<file path="config.mk">
export PLATFORM = sky130hd
export DESIGN_NAME = mips_multicycle_ctrl
export DESIGN_NICKNAME = d
export VERILOG_FILES = /design/src/rtl/mips_multicycle_ctrl.sv
export SDC_FILE = /design/constraint.sdc
export NUM_CORES = 1
export LEC_CHECK = 0
export ABC_AREA = 1
export BUFFER_PORTS_ARGS = -buffer_cell sky130_fd_sc_hd__buf_2
export CELL_PAD_IN_SITES_DETAIL_PLACEMENT = 0
export CELL_PAD_IN_SITES_GLOBAL_PLACEMENT = 1
export CORE_MARGIN = 2
export CORE_UTILIZATION = 23
export CTS_CLUSTER_DIAMETER = 30
export DETAILED_ROUTE_END_ITERATION = 10
export MAX_ROUTING_LAYER = met4
export PLACE_DENSITY = 0.81
export SYNTH_ARGS = -nofsm -noshare
export SYNTH_HDL_FRONTEND = slang
export SYNTH_SLANG_ARGS = --single-unit
</file>
<file path="constraint.sdc">
create_clock -name clk -period 1.5 [get_ports clk]
set_clock_uncertainty 0.2 [all_clocks]
set_input_delay 0.45 -clock clk [delete_from_list [all_inputs] [get_ports clk]]
set_output_delay 0.45 -clock clk [all_outputs]
set_load 0.02 [all_outputs]
</file>
<file path="src/rtl/mips_multicycle_ctrl.sv">
// Main controller for the multicycle MIPS core: Moore FSM sequencing the shared
// ALU, unified memory port, IR and register file, with a few Mealy handshake terms.
module mips_multicycle_ctrl (
  input  logic       clk,
  input  logic       reset,
  input  logic [5:0] op,
  input  logic [5:0] funct,
  input  logic       zero,
  input  logic       mem_ready,
  output logic       iord,
  output logic       memwrite,
  output logic       irwrite,
  output logic       regdst,
  output logic       memtoreg,
  output logic       regwrite,
  output logic       alusrca,
  output logic [1:0] alusrcb,
  output logic [2:0] alucontrol,
  output logic [1:0] pcsrc,
  output logic       pcen,
  output logic       instr_done,
  output logic       illegal,
  output logic [3:0] state
);

  typedef enum logic [3:0] {
    FETCH    = 4'd0,
    DECODE   = 4'd1,
    MEMADR   = 4'd2,
    MEMRD    = 4'd3,
    MEMWB    = 4'd4,
    MEMWR    = 4'd5,
    EXECUTE  = 4'd6,
    ALUWB    = 4'd7,
    BRANCH   = 4'd8,
    ADDIEXEC = 4'd9,
    ADDIWB   = 4'd10,
    JUMP     = 4'd11
  } state_t;

  localparam logic [5:0] OP_LW    = 6'b100011;
  localparam logic [5:0] OP_SW    = 6'b101011;
  localparam logic [5:0] OP_RTYPE = 6'b000000;
  localparam logic [5:0] OP_BEQ   = 6'b000100;
  localparam logic [5:0] OP_ADDI  = 6'b001000;
  localparam logic [5:0] OP_J     = 6'b000010;

  state_t     state_q, state_d;
  logic       funct_ok;
  logic [2:0] funct_alu;
  logic       pcwrite, branch;
  logic       irwrite_raw, memwrite_raw, regwrite_raw, done_raw, illegal_raw;

  always_ff @(posedge clk or negedge reset) begin
    if (!reset) state_q <= FETCH;
    else        state_q <= state_d;
  end

  always_comb begin
    funct_ok  = 1'b1;
    funct_alu = 3'b010;
    case (funct)
      6'b100000: funct_alu = 3'b010;
      6'b100010: funct_alu = 3'b110;
      6'b100100: funct_alu = 3'b000;
      6'b100101: funct_alu = 3'b001;
      6'b101010: funct_alu = 3'b111;
      default:   funct_ok  = 1'b0;
    endcase
  end

  always_comb begin
    state_d      = FETCH;
    iord         = 1'b0;
    regdst       = 1'b0;
    memtoreg     = 1'b0;
    alusrca      = 1'b0;
    alusrcb      = 2'b00;
    alucontrol   = 3'b010;
    pcsrc        = 2'b00;
    pcwrite      = 1'b0;
    branch       = 1'b0;
    irwrite_raw  = 1'b0;
    memwrite_raw = 1'b0;
    regwrite_raw = 1'b0;
    done_raw     = 1'b0;
    illegal_raw  = 1'b0;
    case (state_q)
      FETCH: begin
        alusrcb     = 2'b01;
        irwrite_raw = mem_ready;
        pcwrite     = mem_ready;
        state_d     = mem_ready ? DECODE : FETCH;
      end
      DECODE: begin
        // ALUOut captures PC+4 + (SignImm<<2) for a possible branch
        alusrcb = 2'b11;
        case (op)
          OP_LW, OP_SW: state_d = MEMADR;
          OP_RTYPE: begin
            if (funct_ok) state_d = EXECUTE;
            else          illegal_raw = 1'b1;
          end
          OP_BEQ:  state_d = BRANCH;
          OP_ADDI: state_d = ADDIEXEC;
          OP_J:    state_d = JUMP;
          default: illegal_raw = 1'b1;
        endcase
      end
      MEMADR: begin
        alusrca = 1'b1;
        alusrcb = 2'b10;
        state_d = (op == OP_LW) ? MEMRD : MEMWR;
      end
      MEMRD: begin
        iord    = 1'b1;
        state_d = mem_ready ? MEMWB : MEMRD;
      end
      MEMWB: begin
        memtoreg     = 1'b1;
        regwrite_raw = 1'b1;
        done_raw     = 1'b1;
      end
      MEMWR: begin
        iord         = 1'b1;
        memwrite_raw = 1'b1;
        done_raw     = mem_ready;
        state_d      = mem_ready ? FETCH : MEMWR;
      end
      EXECUTE: begin
        alusrca    = 1'b1;
        alucontrol = funct_alu;
        state_d    = ALUWB;
      end
      ALUWB: begin
        regdst       = 1'b1;
        regwrite_raw = 1'b1;
        done_raw     = 1'b1;
      end
      BRANCH: begin
        alusrca    = 1'b1;
        alucontrol = 3'b110;
        pcsrc      = 2'b01;
        branch     = 1'b1;
        done_raw   = 1'b1;
      end
      ADDIEXEC: begin
        alusrca = 1'b1;
        alusrcb = 2'b10;
        state_d = ADDIWB;
      end
      ADDIWB: begin
        regwrite_raw = 1'b1;
        done_raw     = 1'b1;
      end
      JUMP: begin
        pcsrc    = 2'b10;
        pcwrite  = 1'b1;
        done_raw = 1'b1;
      end
      default: state_d = FETCH;
    endcase
  end

  // Write enables and pulses are killed as soon as reset asserts, before any edge
  assign irwrite    = irwrite_raw & reset;
  assign memwrite   = memwrite_raw & reset;
  assign regwrite   = regwrite_raw & reset;
  assign pcen       = (pcwrite | (branch & zero)) & reset;
  assign instr_done = done_raw & reset;
  assign illegal    = illegal_raw & reset;
  assign state      = state_q;

endmodule

</file>
Word level (Yosys, flattened, before mapping):

Cells that the tools add are included.

* memory bits (read-only): 0
* bits in writable memories: 0
* logic and storage cells: 65
* register bits: 4
* bits in latches: 0
* output and inout bits: 21
* memories: 0

* order comparisons: 0
* shift operators: 0
* reduce and logical (&&, ||, !) cells: 10
* eq/ne operators: 21
* divide/modulo/power cells: 0
* $mul: 0
* $add $sub $neg: 0
* muxes and demuxes: 25
* bitwise gates (word level): 8

Operator list (number)
* == test 6 bit (second input constant): 7
* one-hot mux 4 bit (7 select lines): 1
* one-hot mux 4 bit (5 select lines): 1
* == test 4 x 3 -> 1 bit (second input constant): 4
* == test 4 bit (second input constant): 4
* OR reduction 5 bit: 3
* two-way mux 1 bit: 12
* two-way mux 3 bit: 4
* one-hot mux 3 bit (4 select lines): 1
* == test 4 x 2 -> 1 bit (second input constant): 2
* AND 1 bit: 7
* == test 6 x 2 -> 1 bit (second input constant): 1
* == test 6 x 3 -> 1 bit (second input constant): 1
* == test 6 x 4 -> 1 bit (second input constant): 1
* logical NOT 6 bit: 1
* one-hot mux 1 bit (2 select lines): 3
* one-hot mux 2 bit (3 select lines): 1
* one-hot mux 3 bit (2 select lines): 1
* OR reduction 2 bit: 3
* == test 4 x 1 -> 1 bit (second input constant): 1
* logical NOT 4 bit: 1
* one-hot mux 2 bit (2 select lines): 1
* OR reduction 4 bit: 1
* OR reduction 3 bit: 1
* OR 1 bit: 1

Logic depth before layout (Yosys ltp):

* depth in word-level cells: 7
* depth in mapped cells: 8
* gate-level depth less buffers: 8

Worst setup path after synthesis:

No wires, ideal clock.

* path type: reg-to-output
* start point: reg state_q[2], in the netlist state[2]
* end point: out instr_done
* data arrival time: 1.439 ns
* path slack: -0.589 ns
* cell stages (with the launch flop): 6
* cell sequence: dfrtp_1 inv_2 nand2_2 nor2_2 nor2_1 a31oi_1

* word-level cells in the longest chain between the ends: 4
* elaborated cells between the ends (all ways): 9
* classes of those cells: 6 x eq/ne; 1 x mux; 1 x bitwise; 1 x reduce/logical

RTL lines
* start: declaration: line 48 `state_t state_q, state_d;`
* start signal: assignment: line 56 `else state_q <= state_d;`
* == test 4 bit or == test 4 x 3 -> 1 bit (tied branches): line 88 `case (state_q)`
* OR reduction 5 bit (no line)
* one-hot mux 1 bit (2 select lines) (*): line 88
* AND 1 bit (*): line 170 `assign instr_done = done_raw & reset;`
* end: declaration: line 21 `output logic instr_done,`

Mark *: on every way between the ends. The rest lies on a longest branch, timed or not.

Final worst setup path:

* start point: reg state_q[0], in the netlist state[0]
* end point: out alusrca

* word-level cells in the longest chain between the ends: 3
* elaborated cells between the ends (all ways): 6
* classes of those cells: 4 x eq/ne; 1 x mux; 1 x reduce/logical

RTL lines
* == test 4 bit, or another cell as far along: line 88
* OR reduction 4 bit (no line) (*)
* two-way mux 1 bit (*): line 88
* end: declaration: line 16 `output logic alusrca,`

Marks and branches as above.

==> impl_metrics.py <==
metrics = {
    "clock_tree": {
        "htree_levels": 1,
        "numCtsBuffers": 3,
        "clock-root-buffer": "clkbuf_4",
        "clkSlewWorstSetupHoldPaths_ns": 0.04,
        "cts_tree": "yes",
        "cts_buffer_depth": 2,
        "cts_sinks": 4,
        "clk-insertion-delay-late_ns": 0.23,
    },
    "synth": {
        "synth_top_cell_by_area": "dfrtp_1",
        "synthArstFlopShare": 1.00,
        "synth-seq-area-share": 0.169,
        "synthDistinctLibCells": 16,
        "synth_common_cells": "24 x nand2_1, 24 x nor2_1, 20 x inv_1, 10 x nand3_1, 6 x nor2_2",
        "synth_warnings": 0,
        "syn_area_per_cell_sq_um": 5.25,
        "syn_area_sq_um": 593,
        "syn_nets": 129,
        "syn_inst": 113,
        "ys_seq_elements": 4,
        "synth.top_cell.area_share": 0.169,
        "synth_edf_count": 0,
        "synth_flop_cell": "dfrtp_1",
        "yosys-top-cells-area": "dfrtp_1 17%, nand2_1 15%, nor2_1 15%, inv_1 13%, nand3_1 8.4%",
    },
    "sta": {
        "fin_ws_ns": -0.608,
        "relSlewSlack": 0.757,
        "rsz0062_at_grt": "yes",
        "timing.fmax_mhz": 474,
        "min_period_over_period": 1.41,
        "tightest_slew_ns": 0.364,
        "fin_crit_ns": 2.11,
        "slew_violations": 0,
        "report.final.hold_viol_count": 0,
        "setup_viol": 23,
    },
    "setup_path": {
        "cp.depth": 7,
        "ff2ff_path_depth": 9,
        "critPathMaxStageDelay_ns": 0.47,
        "cp_top_family": "flip-flops",
        "cp_slowest_cell": "dfrtp_2",
        "worst_setup_path_start_kind": "flop",
        "crit_buf_inv": 4,
        "cpMostUsedCell": "buf_6",
        "cp.required_ns": 0.85,
        "path_max_fanout": 5,
        "path_cells": "nor2_2, inv_2, buf_6, nor2_4, inv_4, nand3_2, buf_6",
        "crit_path_end_kind": "output port",
        "cp.arrival_ns": 1.46,
        "crit_type": "flop to output port",
    },
    "layout": {
        "largest_reg_flops": 4,
        "nets": 216,
        "n_antenna_cell": 0,
        "fill_cells": 195,
        "area_growth_pct": 195,
        "drive_gt1_frac": 0.793,
        "final_util": 0.713,
        "fin_cells": 228,
    },
    "grt": {
        "antenna_found_initial": 0,
        "grtUsageMet3": 0.0219,
        "grt_pass1_vias": 967,
        "grt_pass1_wl_um": 3820,
        "grt_max_degree": 6,
        "use_met2": 0.367,
        "grt-busiest-layer": "met2",
        "use_met1": 0.175,
        "grt_usage": 0.178,
        "grt_remaining_overflow": 0,
    },
    "route": {
        "drcViolationCount": 0,
        "drt-total-wl_um": 2990,
        "wire_per_inst_um": 13.1,
        "postRouteAntennaNets": 0,
        "drt-initial-drc-count": 14,
        "drtPass1Iterations": 4,
        "via_per_inst": 4.74,
        "vias": 1080,
    },
    "floorplanning": {
        "core_area_sq_um": 2450,
        "fp-row-count": 18,
        "initial_core_util": 0.242,
        "die_h_um": 54.8,
        "die_x_um": 54.8,
        "ios": 37,
        "dieArea_sq_um": 3000,
    },
    "status": {
        "violations": "negative setup slack",
        "status": "finished with violations",
    },
    "placed_design": {
        "dp_hpwl_um": 1820,
        "place.port_buffers": 36,
        "gp_congestion": 0.763,
        "dp.cells": 210,
    },
    "pwr": {
        "finalPower_uw": 876,
        "power_density_nw_per_um2": 501,
        "ir_drop_uv": 529,
        "p_leak_nw": 0.843,
    },
    "job": {
        "cap_violations": 0,
    },
    "hold_path": {
        "hold_path_class": "input pin to asynchronous set/reset pin",
    },
}
-- logic make-up after synthesis --
group                  synth area share
buffers and inverters             0.146
AO/OA/AOI/OAI                    0.0802
flip-flops                        0.169
AND/OR/NAND/NOR                   0.605
-- tightest hold or removal path, cell delays in order --
cell,delay (ns)
buf_2,0.11
buf_4,0.13
buf_4,0.13
-- report_power, final --
group / total (mW) / switching [mW] / internal [mW]
clock network: 0.129 / 0.0396 / 0.0892
logic: 0.598 / 0.306 / 0.291
registers: 0.150 / 0.0280 / 0.122
total: 0.876 / 0.374 / 0.502
-- final timing paths --
check,slack (ns),startpoint,end
min in group clk,0.50,op[3],state[1]
worst min register to register,0.62,state[3],state[3]
max in group asynchronous,0.92,reset,state[3]
worst max register to register,-0.13,state[0],state[1]
worst min-delay path,0.06,reset,state[0]
worst max-delay path,-0.61,state[0],alusrca
-- metal layers --
metal	vias up	part of all wire
met3	6	0.034
met4	0	0.015
met2	31	0.60
met1	517	0.35
met5	-	0
li1	526	-
-- cells in the final DEF, fill, tap and decap left out --
cell and count:
inv_2 7, buf_4 30, a21oi_4 2, buf_6 36, nor2_4 17, nand2_2 9
nand2_1 13, clkinv_4 2, nand2_4 3, dfrtp_2 4, nor3_4 2, clkbuf_4 4
nand3_2 8, nand2_8 2, inv_1 12, nand3_1 2, o21ai_2 1, nor3_1 1
nor2_2 8, nor2_1 6, nand4_1 5, nor3_2 1, a31oi_4 2, inv_4 2
a21oi_2 1, buf_8 1, buf_2 12, o21ai_4 1, buf_12 2, a21oi_1 1
o21ai_1 1
-- stage by stage --
| step | setup WS, ns | TNS [ns] | hold WS, ns | instance area, sq um |
|---|---|---|---|---|
| CTS | -0.542 | -7.90 | 0.0398 | 1550 |
| global route | -0.644 | -9.91 | 0.0726 | 1750 |
| floorplan | -0.330 | -2.87 | -0.0456 | 759 |
| global placement | -0.470 | -4.29 | 0.274 | 1220 |
| detailed placement | -0.506 | -4.67 | 0.278 | 1220 |
| finish | -0.608 | -8.97 | 0.0606 | 1750 |
-- area by class of cell --
class / count / area [sq um] / area share
Multi-Input combinational cell: 86 / 731 / 0.417
Inverter: 23 / 101 / 0.0579
Clock buffer: 3 / 22.5 / 0.0129
Tap cell: 30 / 37.5 / 0.0214
Timing Repair Buffer: 82 / 753 / 0.430
Sequential cell: 4 / 105 / 0.0600
-- what timing repair did --
item                                    4_1_cts  5_1_grt
endpoints found under the setup margin       21       23
resized for setup                            70       44
buffers inserted                             11       11
hold buffers                                  0        0
pin swaps                                    13       28
gates cloned                                  0        0
(Power assumes the default switching activity.)
